## src/rtl/a2mem_softswitch_tracker.sv

```systemverilog
// Apple II soft-switch tracker: snoops strobed bus cycles, keeps video/annunciator/IIe aux
// switch state and the keyboard latch. Optional change-event FIFO under A2_SW_EVENT_FIFO_EN.
module a2mem_softswitch_tracker #(
    parameter int unsigned NUM_AN       = 4,
    parameter bit          IIE_SWITCHES = 1'b1,
    parameter bit          RESET_TEXT   = 1'b1,
    parameter int unsigned EVT_DEPTH    = 8
) (
    input  logic        clk_logic,
    input  logic        system_reset_n,
    input  logic        bus_strobe_i,
    input  logic [15:0] bus_addr_i,
    input  logic        bus_rw_n_i,
    input  logic [6:0]  key_data_i,
    input  logic        key_valid_i,
    output logic [12:0] sw_o,
    output logic [3:0]  an_o,
    output logic [7:0]  keycode_o,
    output logic [5:0]  evt_data_o,
    output logic        evt_valid_o,
    input  logic        evt_ready_i,
    output logic        evt_overflow_o,
    input  logic        evt_ovf_clr_i
);

    localparam int unsigned SW_W      = 13;
    localparam int unsigned AN_W      = 4;
    localparam int unsigned ST_W      = SW_W + AN_W;
    localparam int unsigned IDX_W     = 5;
    localparam int unsigned EVT_W     = IDX_W + 1;
    localparam int unsigned KEY_W     = 7;
    localparam int unsigned SLOTC3_B  = 10;
    localparam int unsigned AW        = $clog2(EVT_DEPTH);
    localparam int unsigned CW        = AW + 1;
    localparam logic [ST_W-1:0] ST_RESET = {{(ST_W-2){1'b0}}, RESET_TEXT, 1'b0};

    // Switch and annunciator state share one vector: bit position == event index
    logic [ST_W-1:0]  state_q, state_d;
    logic [KEY_W-1:0] key_q, key_d;
    logic             strobe_q, strobe_d;

    logic             upd_vld;
    logic [IDX_W-1:0] upd_idx;
    logic             upd_val;
    logic             key_clr;
    logic             evt_push;
    logic [3:0]       lo;

    assign lo = bus_addr_i[3:0];

    // Address decode: at most one switch update per strobe
    always_comb begin
        upd_vld = 1'b0;
        upd_idx = '0;
        upd_val = 1'b0;
        key_clr = 1'b0;
        if (bus_strobe_i) begin
            if (bus_addr_i[15:4] == 12'hC05) begin
                if (!lo[3]) begin
                    upd_vld = 1'b1;
                    upd_idx = IDX_W'(1) + IDX_W'(lo[2:1]);
                    upd_val = lo[0];
                end else if (32'(lo[2:1]) < NUM_AN) begin
                    upd_vld = 1'b1;
                    upd_idx = IDX_W'(SW_W) + IDX_W'(lo[2:1]);
                    upd_val = lo[0];
                end
            end else if (bus_addr_i[15:4] == 12'hC00) begin
                if (IIE_SWITCHES && !bus_rw_n_i) begin
                    upd_vld = 1'b1;
                    upd_idx = IDX_W'(5) + IDX_W'(lo[3:1]);
                    upd_val = lo[0];
                end
            end else if (bus_addr_i[15:8] == 8'hC3) begin
                if (!state_q[SLOTC3_B]) begin
                    upd_vld = 1'b1;
                    upd_idx = '0;
                    upd_val = 1'b1;
                end
            end else if (bus_addr_i == 16'hCFFF) begin
                upd_vld = 1'b1;
                upd_idx = '0;
                upd_val = 1'b0;
            end
            if ((bus_addr_i == 16'hC010) ||
                ((bus_addr_i[15:4] == 12'hC01) && bus_rw_n_i)) begin
                key_clr = 1'b1;
            end
        end
    end

    assign evt_push = upd_vld && (state_q[upd_idx] != upd_val);

    always_comb begin
        state_d = state_q;
        if (upd_vld) begin
            state_d[upd_idx] = upd_val;
        end
    end

    // A new key outranks a same-cycle strobe clear
    always_comb begin
        key_d    = key_q;
        strobe_d = strobe_q;
        if (key_valid_i) begin
            key_d    = key_data_i;
            strobe_d = 1'b1;
        end else if (key_clr) begin
            strobe_d = 1'b0;
        end
    end

    always_ff @(posedge clk_logic or negedge system_reset_n) begin
        if (!system_reset_n) begin
            state_q  <= ST_RESET;
            key_q    <= '0;
            strobe_q <= 1'b0;
        end else begin
            state_q  <= state_d;
            key_q    <= key_d;
            strobe_q <= strobe_d;
        end
    end

    assign sw_o      = state_q[SW_W-1:0];
    assign an_o      = state_q[ST_W-1:SW_W];
    assign keycode_o = {strobe_q, key_q};

`ifdef A2_SW_EVENT_FIFO_EN
    logic [EVT_W-1:0] mem_q [EVT_DEPTH];
    logic [AW-1:0]    wr_ptr_q, wr_ptr_d;
    logic [AW-1:0]    rd_ptr_q, rd_ptr_d;
    logic [CW-1:0]    cnt_q, cnt_d;
    logic             valid_q, valid_d;
    logic             ovf_q, ovf_d;
    logic             full;
    logic             pop;
    logic             wr_en;

    assign full  = (cnt_q == CW'(EVT_DEPTH));
    assign pop   = valid_q && evt_ready_i;
    // A pop frees the head slot in the same edge, so a full FIFO still accepts
    assign wr_en = evt_push && (!full || pop);

    always_comb begin
        wr_ptr_d = wr_ptr_q;
        rd_ptr_d = rd_ptr_q;
        cnt_d    = cnt_q;
        ovf_d    = ovf_q;
        if (wr_en) begin
            wr_ptr_d = wr_ptr_q + AW'(1);
        end
        if (pop) begin
            rd_ptr_d = rd_ptr_q + AW'(1);
        end
        if (wr_en && !pop) begin
            cnt_d = cnt_q + CW'(1);
        end else if (!wr_en && pop) begin
            cnt_d = cnt_q - CW'(1);
        end
        if (evt_push && full && !pop) begin
            ovf_d = 1'b1;
        end else if (evt_ovf_clr_i) begin
            ovf_d = 1'b0;
        end
        valid_d = (cnt_d != '0);
    end

    always_ff @(posedge clk_logic or negedge system_reset_n) begin
        if (!system_reset_n) begin
            wr_ptr_q <= '0;
            rd_ptr_q <= '0;
            cnt_q    <= '0;
            valid_q  <= 1'b0;
            ovf_q    <= 1'b0;
        end else begin
            wr_ptr_q <= wr_ptr_d;
            rd_ptr_q <= rd_ptr_d;
            cnt_q    <= cnt_d;
            valid_q  <= valid_d;
            ovf_q    <= ovf_d;
        end
    end

    always_ff @(posedge clk_logic) begin
        if (wr_en) begin
            mem_q[wr_ptr_q] <= {upd_val, upd_idx};
        end
    end

    assign evt_valid_o    = valid_q;
    assign evt_data_o     = valid_q ? mem_q[rd_ptr_q] : '0;
    assign evt_overflow_o = ovf_q;
`else
    logic unused_evt_inputs;

    assign unused_evt_inputs = ^{evt_ready_i, evt_ovf_clr_i, evt_push};
    assign evt_valid_o       = 1'b0;
    assign evt_data_o        = '0;
    assign evt_overflow_o    = 1'b0;
`endif

endmodule

```

## config.mk

```make
export PLATFORM = sky130hd
export DESIGN_NAME = a2mem_softswitch_tracker
export DESIGN_NICKNAME = d
export VERILOG_FILES = /design/src/rtl/a2mem_softswitch_tracker.sv
export SDC_FILE = /design/constraint.sdc
export NUM_CORES = 1
export LEC_CHECK = 0
export ABC_AREA = 1
export CORE_MARGIN = 8
export CORE_UTILIZATION = 45
export CTS_BUF_LIST = sky130_fd_sc_hd__clkbuf_8
export CTS_CLUSTER_DIAMETER = 100
export DETAILED_ROUTE_END_ITERATION = 6
export PLACE_DENSITY = 0.82
export SYNTH_ARGS = -nofsm -noshare
export SYNTH_HDL_FRONTEND = slang
export SYNTH_SLANG_ARGS = --single-unit
```

## constraint.sdc

```tcl
create_clock -name clk_logic -period 1.4 [get_ports clk_logic]
set_clock_uncertainty 0.1 [all_clocks]
set_input_delay 0.28 -clock clk_logic [delete_from_list [all_inputs] [get_ports clk_logic]]
set_output_delay 0.28 -clock clk_logic [all_outputs]
set_load 0.01 [all_outputs]
```

==> results.cfg, run 1 <==
[sta]
setup_slack_ns = -0.280
setup_repair_after_global_routing_missed_its_margin = true
hold_viol_final = 0
layout_min_cycle_time_ns = 1.68
setup_viol = 17
finalCritPeriodShare_pct = 120
fmax_mhz = 595
maxSlewViolCount = 0

[synth]
asyncSetResetFlopFracSynth_pct = 100
synthCells = 228
avgSynthCellArea_um2 = 7.16
ys_ff_latch = 25
synth_compound_gate_area_share_pct = 4.44
post_synth_main_area_contributors = sky130_fd_sc_hd__dfrtp_1, sky130_fd_sc_hd__nand2_1, sky130_fd_sc_hd__nand3_1
post_synth_simple_gate_area_pct = 43.3
yosysTopAreaCell = sky130_fd_sc_hd__dfrtp_1
number_of_synthesized_flops_with_an_enable_pin = 0
synth.most_common_cell = sky130_fd_sc_hd__nand2_1
synth_top_cells_by_count = sky130_fd_sc_hd__nand2_1, sky130_fd_sc_hd__dfrtp_1, sky130_fd_sc_hd__nand3_1
synth_top_family_by_area = simple AND/OR/NAND/NOR gates
synthesis.area_um2 = 1630
synth.distinct_cells = 29
synthAdderAreaFrac_pct = 3.07
synth_top_cell_area_share_pct = 36.8
ys_seq_area_share_pct = 38.4
synthMuxAreaShare_pct = 0
synth_top_flop_cell = sky130_fd_sc_hd__dfrtp_1
ys_warn_count = 0
synthXorXnorAreaFrac_pct = 0

[drt]
viasPerCell = 5.11
via_count = 1889
drc = 0
route.final.wire_length_um = 5770
dr.pass1.iters = 4
final_antenna_net_count = 0
wl_per_cell_um = 15.6
dr.first_iter.drc_count = 138

[placement]
preCtsSetupSlack_ns = -1.00
hpwlAfterDp_um = 3270
buffer_ports.inserted = 52
place.gp.congestion = 0.784

[final_layout]
filler_cell_count = 229
flow.area_growth_from_synthesis_pct = 74.3
diodes = 0
nets = 357
layout-drive-gt1-share_pct = 41.3

[power_and_ir_drop]
power_report.internal_total_mw = 1.13
p_leak_nw = 1.48
net-switching-power_uw = 409
ir_worst_vdd_v = 0.000578
power.density_cell_area_nw_per_um2 = 541
power_frac_seq_pct = 48.7
part_of_the_total_power_dissipated_in_combinational_logic_pct = 23.5
overall_power_mw = 1.54
clkPwrFrac_pct = 27.8
switching_share_pct = 26.6

[floorplanning]
die_area_um2 = 5810
std_cell_rows = 22
die_y_um = 76.2
initial_core_util_pct = 45.6
floorplan.die.width_um = 76.2
floorplan.core_area_um2 = 3580
io_pins = 63

[status]
run_status = complete, but fails checks
violations = negative setup slack

[grt]
grt_start_max_net_pins = 26
first_pass_grt_wire_length_um = 8570
grt.total_usage_pct = 17.4
vias_in_the_first_global_route = 1838
grt_use_met2_pct = 31.0
grt_busiest_layer = met2
met1_usage_pct = 19.3
grt_remaining_overflow = 0
grt_antenna_before_repair = 0
grt.met3_usage_pct = 3.77

[clocking]
cts.reportedPaths.clkPinSlew_ns = 0.09
cts_sinks = 25
cts_tree = built
clk-insertion-delay-late_ns = 0.26
largest_buffer_count_on_any_clock_path = 2
htree_num_levels = 1
cts_inserted_buffers = 3
clockRootBuffer = sky130_fd_sc_hd__clkbuf_8

[setup_path]
cp.required_ns = 1.47
setup.worst_path.end_class = flip-flop
crit_path_start_kind = primary input
cp_data_arrival_time_ns = 1.75
path_max_fanout = 7
timing_worst_setup_path_type = in2reg

[worst_hold_path]
holdCritPathClass = in2async

[run]
max_cap_viols = 0
critical path, stage by stage:
cell and delay [ns]:
sky130_fd_sc_hd__clkdlybuf4s15_1 0.16, sky130_fd_sc_hd__nand2_1 0.07, sky130_fd_sc_hd__inv_2 0.05, sky130_fd_sc_hd__nand2_4 0.10, sky130_fd_sc_hd__inv_8 0.06, sky130_fd_sc_hd__nand2_8 0.10
sky130_fd_sc_hd__inv_2 0.07, sky130_fd_sc_hd__nand3_1 0.18, sky130_fd_sc_hd__inv_2 0.11, sky130_fd_sc_hd__nor3_4 0.23, sky130_fd_sc_hd__buf_6 0.17, sky130_fd_sc_hd__nand2_2 0.05
sky130_fd_sc_hd__nand2_1 0.05, sky130_fd_sc_hd__nand2_1 0.05
sequential cells by signal, summed over array words and instances (netlist names):
name      flops
state_q      17
key_q         7
strobe_q      1
final timing paths:
| check | endpoint | cells after the start | from | slack (ns) |
|---|---|---|---|---|
| hold / removal | state_q[0] | 2 | system_reset_n | 0.25 |
| max in group asynchronous | state_q[1] | 2 | system_reset_n | 0.72 |
| min in group clk_logic | key_q[0] | 2 | key_q[0] | 0.37 |
| setup reg to reg | state_q[2] | 6 | state_q[10] | 0.06 |
| setup / recovery | state_q[12] | 14 | bus_addr_i[15] | -0.28 |
| hold reg to reg | key_q[0] | 2 | key_q[0] | 0.37 |
power groups by stage:
stage | Clock, mW | Combinational, mW | Sequential (mW)
2_1_floorplan | 0 | 0.102 | 0.772
3_3_place_gp | 0 | 0.291 | 0.763
3_5_place_dp | 0 | 0.297 | 0.763
4_1_cts | 0.438 | 0.341 | 0.749
5_1_grt | 0.473 | 0.391 | 0.751
6_report | 0.428 | 0.362 | 0.749
cells by family (layout without fill, tap and decap cells):
kind of cell | after synthesis | in the layout
AO/OA/AOI/OAI | 13 | 13
adder cells (fa/ha/maj) | 4 | 4
buffers and inverters | 35 | 122
flip-flops | 25 | 25
other | 1 | 8
AND/OR/NAND/NOR | 150 | 150
stage by stage:
step,TNS (ns),area [µm²],utilization [%],hold slack (ns),std cells
6_report,-3.91,2850,79.5,0.250,370
5_1_grt,-5.06,2850,79.5,0.264,370
4_1_cts,-3.06,2730,76.2,0.252,368
3_5_place_dp,-16.49,2370,66.2,0.357,346
3_3_place_gp,-15.49,2370,66.2,0.355,346
2_1_floorplan,-3.65,1690,-,-0.116,235
layout make-up:
type                    instances  area [µm²]  area share, %
clock buffers                   3        41.3           1.45
repair inverters                1        7.51          0.264
repair buffers                 94         871           30.6
multi-input cells             175        1130           39.6
flip-flops and latches         25         627           22.0
well taps                      48        60.1           2.11
inverters                      23         104           3.65
clock inverters                 1        7.51          0.264
cells in the final DEF, fill, tap and decap left out, types with 7 or more instances in the layout:
cell	n
sky130_fd_sc_hd__nand2_2	13
sky130_fd_sc_hd__buf_4	28
sky130_fd_sc_hd__nand2_1	81
sky130_fd_sc_hd__conb_1	8
sky130_fd_sc_hd__o21ai_1	7
sky130_fd_sc_hd__inv_2	7
sky130_fd_sc_hd__nand3_1	8
sky130_fd_sc_hd__nor2_4	12
sky130_fd_sc_hd__clkdlybuf4s50_1	9
sky130_fd_sc_hd__nand3_2	10
sky130_fd_sc_hd__dlygate4sd2_1	27
sky130_fd_sc_hd__inv_1	11
sky130_fd_sc_hd__buf_6	19
sky130_fd_sc_hd__dfrtp_1	24
layer usage:
metal  part of all wire [%]  vias to the layer above
li1                       -                      885
met1                     39                      895
met2                     51                       84
met3                    6.3                       25
met4                    3.9                        0
met5                      0                        -
repair_timing:
item | CTS | global route
hold buffers | 0 | 0
gates cloned | 1 | 0
pin swaps | 39 | 33
setup endpoints to repair | 43 | 19
resized for setup | 159 | 30
setup buffers | 22 | 4
hold endpoints to repair | 0 | 0
(Power assumes the default switching activity.)
==> run 2: changes to the inputs <==
Settings changed: SETUP_SLACK_MARGIN set to 0.3, SLEW_MARGIN set to 15.
==> results.cfg, run 2 (synthesis results as in run 1) <==
[final_layout]
commonest_non_fill_non_tap_cells_in_the_layout = sky130_fd_sc_hd__nand2_1, sky130_fd_sc_hd__buf_4, sky130_fd_sc_hd__buf_6
layout-drive-gt1-share_pct = 53.0
largest_registers = state_q: 17 flops, key_q: 7 flops, strobe_q: 1 flops
filler_cell_count = 198
nets = 371
layout_commonest_cell = sky130_fd_sc_hd__nand2_1
fin_util_pct = 83.1
finish.instance_area_um2 = 2980
diodes = 0
max_flop_register = state_q
flow.area_growth_from_synthesis_pct = 82.2
largest_register_ff_count = 17

[clocking]
cts.reportedPaths.clkPinSlew_ns = 0.09
clk-insertion-delay-late_ns = 0.26
clockRootBuffer = sky130_fd_sc_hd__clkbuf_8
htree_num_levels = 1
cts.hold.buffers_added = 0
cts_tree = built
cts_sinks = 25
largest_buffer_count_on_any_clock_path = 2
cts_inserted_buffers = 3

[sta]
hold_viol_final = 0
setup_viol = 18
setup_slack_ns = -0.307
final.hold.worst_slack_ns = 0.253
fmax_mhz = 586
finalCritPeriodShare_pct = 122
setup_repair_after_global_routing_missed_its_margin = true
maxSlewViolCount = 0
layout_min_cycle_time_ns = 1.71

[worst_hold_path]
holdCritPathClass = in2async

[floorplanning]
die_y_um = 76.2
die_area_um2 = 5810
floorplan.die.width_um = 76.2
initial_core_util_pct = 45.6
floorplan.core_area_um2 = 3580
std_cell_rows = 22
io_pins = 63

[placement]
post_dp_cell_area_um2 = 2370
place.gp.congestion = 0.784
buffer_ports.inserted = 52
hpwlAfterDp_um = 3270

[setup_path]
rr_worst_depth = 9
cp.required_ns = 1.47
worstPathCellList = buf_8, ha_4, inv_4, ha_4, inv_2, nor2_2, nand3_2, nand2_4, nand3_4, nor3_4, buf_4, nand2_1, nand2_1, nand2_1
crit_path_start_kind = primary input
critical_path.most_common_cell = sky130_fd_sc_hd__nand2_1
timing_worst_setup_path_type = in2reg
path_max_fanout = 5
worst_path_largest_cell_delay_ns = 0.25
setup.worst_path.end_class = flip-flop
cp_data_arrival_time_ns = 1.77
critical_path.slowest_cell = sky130_fd_sc_hd__ha_4

[drt]
route.final.wire_length_um = 6530
drc = 0
wl_per_cell_um = 17.0
viasPerCell = 5.20
dr.first_iter.drc_count = 202
dr.pass1.iters = 4
via_count = 1996
final_antenna_net_count = 0

[power_and_ir_drop]
power.density_cell_area_nw_per_um2 = 530
overall_power_mw = 1.58
ir_worst_vdd_v = 0.000515
p_leak_nw = 1.54

[grt]
grt_remaining_overflow = 0
grt_start_max_net_pins = 26
vias_in_the_first_global_route = 1859
grt_antenna_before_repair = 0
grt.total_usage_pct = 17.8
first_pass_grt_wire_length_um = 8710

[run]
max_cap_viols = 0

[status]
violations = negative setup slack
run_status = complete, but fails checks
run 2: cell types whose count changed in the layout (fill, tap and decap cells not counted), sizes merged:
cell | previous run | this run
dlygate4sd2 | 27 | 3
buf | 56 | 94
run 2: repair_timing:
action	CTS	global route
setup endpoints to repair	43	43
cloned	1	0
buffers inserted	22	11
pin swaps	37	32
gates resized for setup	229	50
run 2: through the flow:
step / cells / setup TNS [ns] / setup slack, ns
floorplan: 235 / -3.65 / -0.250
detailed placement: 346 / -16.49 / -1.00
global placement: 346 / -15.49 / -0.932
global route: 384 / -6.02 / -0.390
finish: 384 / -4.40 / -0.307
CTS: 373 / -3.01 / -0.261
run 2: path summary, 6_finish.rpt:
kind                                 from     endpoint  slack [ns]
max                         bus_addr_i[1]  state_q[14]       -0.31
min                        system_reset_n  state_q[12]        0.25
max reg2reg                   state_q[10]   state_q[0]       -0.04
min reg2reg                      key_q[2]     key_q[2]        0.38
max in group asynchronous  system_reset_n   state_q[1]        0.72
min in group clk_logic           key_q[2]     key_q[2]        0.38
run 2: report_power, final:
group          internal, mW  switching (mW)  leakage [nW]  total (mW)
Clock                 0.201           0.227        0.0217       0.428
Combinational         0.212           0.184          1.19       0.396
Sequential            0.740          0.0122         0.328       0.752
run 2: layout make-up:
| type | instances | area (µm²) | share of cell area [%] |
|---|---|---|---|
| clock buffer | 3 | 41.3 | 1.39 |
| tap | 48 | 60.1 | 2.02 |
| timing repair inverter | 1 | 7.51 | 0.252 |
| timing repair buffer | 108 | 968 | 32.5 |
| sequential | 25 | 627 | 21.1 |
| multi-input combinational | 175 | 1160 | 39.1 |
| clock inverter | 1 | 7.51 | 0.252 |
| inverter | 23 | 101 | 3.41 |
run 2: worst max-delay path, delay by kind of cell:
| kind | cells | cell delay (ns) |
|---|---|---|
| buf+inv | 4 | 0.30 |
| fa+ha+maj | 2 | 0.39 |
| simple gates | 8 | 0.80 |
run 2: routing by layer:
layer | vias up | track usage [%] | share of wire (%) | wire length, µm
li1 | 915 | - | - | -
met1 | 945 | 20.5 | 37 | 2400
met2 | 110 | 31.7 | 52 | 3370
met3 | 26 | 3.18 | 7.6 | 496
met4 | 0 | 7.31 | 4.1 | 270
met5 | - | 0 | 0 | 0
==> run 3: changes to the inputs <==
Settings changed: CORE_UTILIZATION 45 to 44, CTS_BUF_LIST sky130_fd_sc_hd__clkbuf_8 to not set, PLACE_DENSITY 0.82 to 0.8.
==> results.cfg, run 3 (synthesis results as in run 1) <==
[status]
run_status = complete, but fails checks
violations = negative setup slack

[setup_path]
cp_data_arrival_time_ns = 1.74
cp.required_ns = 1.47
timing_worst_setup_path_type = in2reg
setup.worst_path.end_class = flip-flop
r2r_start = state_q[10]
crit_path_start_kind = primary input
path_max_fanout = 4
rr_worst_depth = 7
cp-startpoint = bus_addr_i[4]

[placement]
place.gp.congestion = 0.807
post_dp_cell_area_um2 = 2340
buffer_ports.inserted = 52
preCtsSetupSlack_ns = -1.00
hpwlAfterDp_um = 3280

[final_layout]
commonest_non_fill_non_tap_cells_in_the_layout = sky130_fd_sc_hd__nand2_1, sky130_fd_sc_hd__buf_4, sky130_fd_sc_hd__dfrtp_1
nets = 361
fin_util_pct = 77.9
layout-drive-gt1-share_pct = 48.2
flow.area_growth_from_synthesis_pct = 72.0
largest_register_ff_count = 17
layout_commonest_cell = sky130_fd_sc_hd__nand2_1
finish.instance_area_um2 = 2810
largest_registers = state_q: 17 flops, key_q: 7 flops, strobe_q: 1 flops
diodes = 0
max_flop_register = state_q

[drt]
drc = 0
route.final.wire_length_um = 5140
via_count = 1815
dr.pass1.iters = 4
viasPerCell = 4.85
dr.first_iter.drc_count = 79
final_antenna_net_count = 0
wl_per_cell_um = 13.7

[floorplanning]
floorplan.die.width_um = 76.9
io_pins = 63
die_area_um2 = 5920
initial_core_util_pct = 45.3
floorplan.core_area_um2 = 3610
std_cell_rows = 22
die_y_um = 76.9

[grt]
vias_in_the_first_global_route = 1890
first_pass_grt_wire_length_um = 8100
grt_antenna_before_repair = 0
grt_remaining_overflow = 0
grt_start_max_net_pins = 26
grt.total_usage_pct = 16.1

[sta]
fmax_mhz = 600
finalCritPeriodShare_pct = 119
layout_min_cycle_time_ns = 1.67
setup_slack_ns = -0.267
maxSlewViolCount = 0
setup_repair_after_global_routing_missed_its_margin = true
hold_viol_final = 0
setup_viol = 18
final.hold.worst_slack_ns = 0.243

[clocking]
clockRootBuffer = sky130_fd_sc_hd__clkbuf_8
clk-insertion-delay-late_ns = 0.27
cts_tree = built
largest_buffer_count_on_any_clock_path = 2
cts.reportedPaths.clkPinSlew_ns = 0.10
cts.hold.buffers_added = 0
cts_sinks = 25
cts_inserted_buffers = 3
htree_num_levels = 1

[power_and_ir_drop]
overall_power_mw = 1.55
ir_worst_vdd_v = 0.000614
power.density_cell_area_nw_per_um2 = 553
p_leak_nw = 1.45

[run]
max_cap_viols = 0

[worst_hold_path]
holdCritPathClass = in2async
==> run 3: changes by cell type in the layout (fill, tap and decap cells not counted), sizes merged <==
cell | before | now
buf | 94 | 83
clkdlybuf4s50 | 9 | 10
clkinvlp | 2 | 1
dlymetal6s2s | 0 | 1
==> run 3: where the power goes <==
part / internal (mW) / total, mW / switching (mW) / leakage (nW)
registers: 0.740 / 0.752 / 0.0120 / 0.328
logic: 0.181 / 0.347 / 0.166 / 1.10
clock network: 0.202 / 0.453 / 0.251 / 0.0217
==> run 3: worst paths after layout <==
path	slack (ns)	endpoint
max	-0.27	state_q[0]
min	0.24	key_q[3]
max reg2reg	0.09	state_q[13]
min reg2reg	0.38	state_q[1]
max in group asynchronous	0.73	state_q[1]
min in group clk_logic	0.37	strobe_q
==> run 3: cell type report <==
class                           count  area [µm²]
Clock buffer                        3        41.3
Clock inverter                      1        7.51
Fill cell                         255         798
Inverter                           23         101
Multi-Input combinational cell    175        1140
Sequential cell                    25         627
Tap cell                           48        60.1
Timing Repair Buffer               99         828
==> run 3: timing repair <==
| item | 4_1_cts | 5_1_grt |
|---|---|---|
| setup endpoints to repair | 43 | 43 |
| buffers inserted | 22 | 6 |
| pin swaps | 37 | 21 |
| resized for setup | 214 | 32 |
==> run 3: metal layers <==
metal  share of wire, %  vias up  track usage, %  routed length, µm
met5                  0        -               0                  0
met4                1.8        0            4.42                 94
met3                7.6       13            6.06                389
met2                 52       63            29.0               2700
met1                 38      849            17.0               1960
li1                   -      890               -                  -
==> run 3: through the flow <==
stage               TNS [ns]  std cells
floorplan              -3.65        235
detailed placement    -16.03        342
finish                 -4.01        374
CTS                    -3.23        368
global placement      -15.50        342
global route           -5.78        374
==> run 3: worst max-delay path, stage by stage <==
cell and delay (ns):
sky130_fd_sc_hd__buf_2 0.12, sky130_fd_sc_hd__inv_2 0.06, sky130_fd_sc_hd__nor2_4 0.12, sky130_fd_sc_hd__nand2_2 0.08, sky130_fd_sc_hd__nor2_4 0.19, sky130_fd_sc_hd__nand3b_1 0.17, sky130_fd_sc_hd__nand3_4 0.15, sky130_fd_sc_hd__buf_6 0.13
sky130_fd_sc_hd__nand3_2 0.13, sky130_fd_sc_hd__nor2_4 0.15, sky130_fd_sc_hd__nand2_1 0.06, sky130_fd_sc_hd__nand2_1 0.05, sky130_fd_sc_hd__nand2_1 0.05
